==> config.mk <==
export PLATFORM = sky130hd
export DESIGN_NAME = xy_waypoint_seq
export DESIGN_NICKNAME = d
export VERILOG_FILES = /design/src/rtl/xy_waypoint_seq.sv
export SDC_FILE = /design/constraint.sdc
export NUM_CORES = 1
export LEC_CHECK = 0
export CAP_MARGIN = 40
export CORE_UTILIZATION = 61
export CTS_BUF_LIST = sky130_fd_sc_hd__clkbuf_4
export DETAILED_ROUTE_END_ITERATION = 16
export GPL_TIMING_DRIVEN = 0
export HOLD_SLACK_MARGIN = 0.02
export MAX_ROUTING_LAYER = met4
export PLACE_DENSITY = 0.84
export SYNTH_ARGS = -nofsm -noshare
export SYNTH_HDL_FRONTEND = slang
export SYNTH_SLANG_ARGS = --single-unit
export TNS_END_PERCENT = 100
==> constraint.sdc <==
create_clock -name clk -period 8.25 [get_ports clk]
set_input_delay 0.825 -clock clk [delete_from_list [all_inputs] [get_ports clk]]
set_output_delay 0.825 -clock clk [all_outputs]
set_load 0.01 [all_outputs]
==> src/rtl/xy_waypoint_seq.sv <==
// xy_waypoint_seq: queues BCD XY waypoints and steps an XY controller
// through them, dwelling at each one, with move timeout and abort.
//
// Ports:
//   clk, reset          clock, synchronous active-high reset
//   wp_in[7:0], wp_push waypoint ([7:4] X, [3:0] Y) and its write strobe
//   start               level, allows sequencing (sampled in IDLE and
//                       at the end of each dwell)
//   abort               pulse, back to IDLE, queue and target kept
//   x_pos, y_pos        current position reported by the XY controller
//   target_out[7:0]     target presented to the XY controller
//   motion              motion request (high only while moving)
//   wp_full, wp_count   registered FIFO status
//   busy                high in every state but IDLE
//   done                pulse when the last queued waypoint finishes dwell
//   err                 pulse on move timeout or rejected push
//
// Option macro XYSEQ_BCD_CHECK_EN: when defined, pushes with a nibble
// above 9 are rejected (not stored) and flagged on err.

module xy_waypoint_seq #(
  parameter int DEPTH   = 4,
  parameter int DWELL   = 8,
  parameter int TIMEOUT = 255
) (
  input  logic       clk,
  input  logic       reset,
  input  logic [7:0] wp_in,
  input  logic       wp_push,
  input  logic       start,
  input  logic       abort,
  input  logic [3:0] x_pos,
  input  logic [3:0] y_pos,
  output logic [7:0] target_out,
  output logic       motion,
  output logic       wp_full,
  output logic [4:0] wp_count,
  output logic       busy,
  output logic       done,
  output logic       err
);

  localparam int AW = $clog2(DEPTH);

  typedef enum logic [1:0] {
    S_IDLE,
    S_LOAD,
    S_MOVE,
    S_DWELL
  } state_e;

  state_e state_q, state_d;

  logic [7:0]    mem_q [DEPTH];
  logic [AW-1:0] rd_q, wr_q;
  logic [4:0]    cnt_q, cnt_d;
  logic          full_q, full_d;
  logic [7:0]    tgt_q;
  logic [15:0]   tcnt_q, tcnt_d;
  logic          done_q, done_d;
  logic          err_q, err_d;

  logic wp_ok;
  logic pop;
  logic push_acc;
  logic push_rej;
  logic arrive;
  logic t_last;
  logic d_last;
  logic has_wp;
  logic tout;

`ifdef XYSEQ_BCD_CHECK_EN
  assign wp_ok = (wp_in[7:4] <= 4'd9)
              && (wp_in[3:0] <= 4'd9);
`else
  assign wp_ok = 1'b1;
`endif

  // LOAD always sees a non-empty FIFO; abort in LOAD keeps the head.
  assign pop      = (state_q == S_LOAD) && !abort;
  // A simultaneous pop frees a slot, so a full FIFO still accepts.
  assign push_acc = wp_push && wp_ok
                 && (!full_q || pop);
  assign push_rej = wp_push && !push_acc;

  assign arrive = ({x_pos, y_pos} == tgt_q);
  assign t_last = (tcnt_q == 16'(TIMEOUT - 1));
  assign d_last = (tcnt_q == 16'(DWELL - 1));
  assign has_wp = (cnt_q != 5'd0);
  assign tout   = (state_q == S_MOVE) && !arrive
               && t_last && !abort;

  // State register
  always_ff @(posedge clk) begin
    if (reset) state_q <= S_IDLE;
    else       state_q <= state_d;
  end

  // Next state
  always_comb begin
    state_d = state_q;
    unique case (state_q)
      S_IDLE: begin
        if (start && has_wp) state_d = S_LOAD;
      end
      S_LOAD: begin
        state_d = S_MOVE;
      end
      S_MOVE: begin
        if (arrive)      state_d = S_DWELL;
        else if (t_last) state_d = S_IDLE;
      end
      S_DWELL: begin
        if (d_last) begin
          if (start && has_wp) state_d = S_LOAD;
          else                 state_d = S_IDLE;
        end
      end
      default: state_d = S_IDLE;
    endcase
    if (abort) state_d = S_IDLE;
  end

  // State outputs
  always_comb begin
    busy   = (state_q != S_IDLE);
    motion = (state_q == S_MOVE);
  end

  // One counter serves both the move timeout and the dwell time;
  // it restarts from 0 on every state change.
  always_comb begin
    tcnt_d = 16'd0;
    if ((state_d == state_q)
        && ((state_q == S_MOVE)
         || (state_q == S_DWELL)))
      tcnt_d = tcnt_q + 16'd1;
  end

  always_comb begin
    cnt_d = cnt_q;
    unique case ({push_acc, pop})
      2'b10:   cnt_d = cnt_q + 5'd1;
      2'b01:   cnt_d = cnt_q - 5'd1;
      default: cnt_d = cnt_q;
    endcase
    full_d = (cnt_d == 5'(DEPTH));
  end

  always_comb begin
    done_d = (state_q == S_DWELL) && d_last
          && !abort && !has_wp;
    err_d  = tout || push_rej;
  end

  always_ff @(posedge clk) begin
    if (reset) begin
      rd_q   <= '0;
      wr_q   <= '0;
      cnt_q  <= 5'd0;
      full_q <= 1'b0;
      tgt_q  <= 8'h00;
      tcnt_q <= 16'd0;
      done_q <= 1'b0;
      err_q  <= 1'b0;
    end else begin
      if (push_acc) wr_q <= AW'(wr_q + 1'b1);
      if (pop) begin
        rd_q  <= AW'(rd_q + 1'b1);
        tgt_q <= mem_q[rd_q];
      end
      cnt_q  <= cnt_d;
      full_q <= full_d;
      tcnt_q <= tcnt_d;
      done_q <= done_d;
      err_q  <= err_d;
    end
  end

  always_ff @(posedge clk) begin
    if (!reset && push_acc) mem_q[wr_q] <= wp_in;
  end

  assign target_out = tgt_q;
  assign wp_full    = full_q;
  assign wp_count   = cnt_q;
  assign done       = done_q;
  assign err        = err_q;

endmodule

==> impl_metrics.ini <==
[global_routing]
track_usage = 0.237
grt_pass1_wl_mm = 9.00
overflow = 0
grt_max_degree = 13
antenna_found_initial = 0
grt_pass1_vias = 2020

[pwr]
p_int_uw = 491
switching_power_uw = 151
p_clk_frac = 0.337
p_leak_uw = 0.00126
switching_share = 0.235
cellPowerDensity_nw_per_um2 = 176
peakVddDrop_v = 0.000162
power_frac_comb = 0.079
p_seq_frac = 0.584

[run_status]
status = complete, no violations

[sta]
fmax_ghz = 0.266
fin_skew_ns = 0.0106
slew_viol_final = 0
rsz0062_at_grt = no
worst_slack_ns = 4.49
tns_ns = 0
period_needed_ns = 3.76
hold-worst-slack_ns = 0.504
min_period_over_period = 0.456
finalSetupViolCount = 0
worst_slew_margin_rel = 0.485
hold_violations = 0
tightest_slew_ns = 0.772

[place]
finalWeightedCongestion = 0.892
io_buffers = 38
post-dp-hpwl_mm = 4.01
dp_slack_ns = 4.07
placed_area_um2 = 3520

[setup_path]
reg2reg_slack_ns = 5.00
cp.required_ns = 8.60
criticalPathCategory = in2reg
worstRegToRegCells = 13
critical_path.endpoint_type = flop
worst_r2r_endpoint = wp_full
critical_path.startpoint = abort
cp-endpoint = wp_full
arrival_ns = 4.11
worstPathMaxFanout = 11
r2r-start = state_q[0]
start_kind = input port

[cells_and_area]
regArea_um2 = 1720
multi_input_area_um2 = 1240
insertedDiodeCount = 0
fill_cells = 339
final_util = 0.769
areaGrowthSynthToFinish_pct = 19.7
drive_gt1_frac = 0.0954
layout.nets = 350
design_area_um2 = 3650
mostFrequentLayoutCells = 38 x dfxtp_1, 38 x clkdlybuf4s50_1, 34 x nor2_1

[die]
ios = 39
dieWidth_um = 72.7
start_util = 0.642
core_um2 = 4750
dieArea_um2 = 5290
num_rows = 25
chipHeight_um = 72.7

[clocking]
ctsResizeCount = 0
cts_tree = yes
max-clock-path-buffers = 2
htreeDepth = 3
insertion_delay_ns = 0.40
numCtsBuffers = 9
ctsHoldBuffers = 0
clk_pin_slew_ns = 0.12
postCtsSetupRepairBufs = 0
clock-sinks = 70
clockRootBuffer = clkbuf_4

[detailed_routing]
drc = 0
viasPerCell = 5.32
firstDrtPassIters = 4
wl_mm = 5.60
drtAntennaViolNets = 0
num_vias = 2087
drt-wirelength-per-cell_um = 14.3
first_iter_violations = 74

[worst_hold_path]
hold_class = reg2reg

[synthesis]
syn_area_um2 = 3050
synth_seq_area_share = 0.564
ys_ff_latch = 70
ys_async_sr_fraction = 0
syn-num-nets = 301
synthCells = 271
synth_flop_cell = dfxtp_1
ys_warn_count = 0
synth_edf_count = 32
ys_types = 41
avgSynthCellArea_um2 = 11.3

[run]
drv_cap = 0
## synthesized netlist by cell type (all sizes together) (5+ instances only)
| cell type | number | area [um2] |
|---|---|---|
| dfxtp | 38 | 761 |
| nor2 | 34 | 128 |
| edfxtp | 32 | 961 |
| nand2 | 30 | 113 |
| xor2 | 20 | 175 |
| a21oi | 13 | 65.1 |
| nand3 | 11 | 65.1 |
| xnor2 | 11 | 96.3 |
| ha | 9 | 113 |
| inv | 9 | 33.8 |
| clkbuf | 8 | 31.3 |
| mux4 | 8 | 180 |
| nor4 | 5 | 31.3 |
## worst max-delay path, stage by stage
cell and delay (ns):
clkdlybuf4s50_1 0.46, or3b_2 0.48, buf_2 0.20, inv_1 0.09, buf_2 0.23, ha_1 0.19
clkbuf_1 0.30, xor2_1 0.19, ha_1 0.20, a21oi_1 0.06, xor2_1 0.16, or3_1 0.32
a21oi_1 0.19, and4_1 0.21
## cells by family after synthesis
logic type               Yosys count  synth area share
buffers and inverters             20            0.0283
AO/OA/AOI/OAI                     25            0.0492
AND/OR/NAND/NOR                  107             0.170
XOR/XNOR                          31            0.0889
adder cells (fa/ha/maj)            9            0.0369
multiplexers                       9            0.0623
flip-flops                        70             0.564
## stage by stage
stage | instances | total power (uW)
2_1_floorplan | 271 | 409
3_3_place_gp | 376 | 432
3_5_place_dp | 376 | 434
4_1_cts | 392 | 645
5_1_grt | 392 | 662
6_report | 392 | 642
## power groups by stage
stage          clock (uW)  sequential, uW  combinational (uW)
2_1_floorplan           0             383                26.2
3_5_place_dp            0             383                50.7
3_3_place_gp            0             383                49.3
5_1_grt               230             377                55.5
4_1_cts               219             376                51.0
6_report              216             375                50.7
## flip-flops by register name (all words and copies together), names as in the netlist
| signal | count |
|---|---|
| done | 1 |
| wp_count | 5 |
| wp_full | 1 |
| mem_q | 32 |
| wr_q | 2 |
| rd_q | 2 |
| state_q | 2 |
| tcnt_q | 16 |
| target_out | 8 |
| err | 1 |
## metal layers
layer / GRT usage / share of wire / vias up
li1: - / - / 1054
met1: 0.292 / 0.45 / 978
met2: 0.383 / 0.49 / 43
met3: 0.0345 / 0.039 / 12
met4: 0.118 / 0.021 / 0
met5: - / 0 / -
## cell type report
class / count / share of cell area
buffer: 11 / 0.0144
clock buffer: 10 / 0.0205
clock inverter: 6 / 0.0171
inverter: 9 / 0.00924
multi-input combinational: 181 / 0.341
sequential: 70 / 0.471
tap: 67 / 0.0229
timing repair buffer: 38 / 0.104
## worst min-delay path by stage
stage | from | endpoint | slack (ns) | cells past startpoint
floorplan | tcnt_q[0] | tcnt_q[0] | 0.44 | 1
global placement | tcnt_q[0] | tcnt_q[0] | 0.46 | 1
detailed placement | tcnt_q[0] | tcnt_q[0] | 0.48 | 1
CTS | target_out[6] | target_out[6] | 0.51 | 2
global route | target_out[0] | target_out[0] | 0.54 | 2
finish | tcnt_q[0] | tcnt_q[0] | 0.50 | 1
No activity file was read; power rests on OpenSTA's default activity.
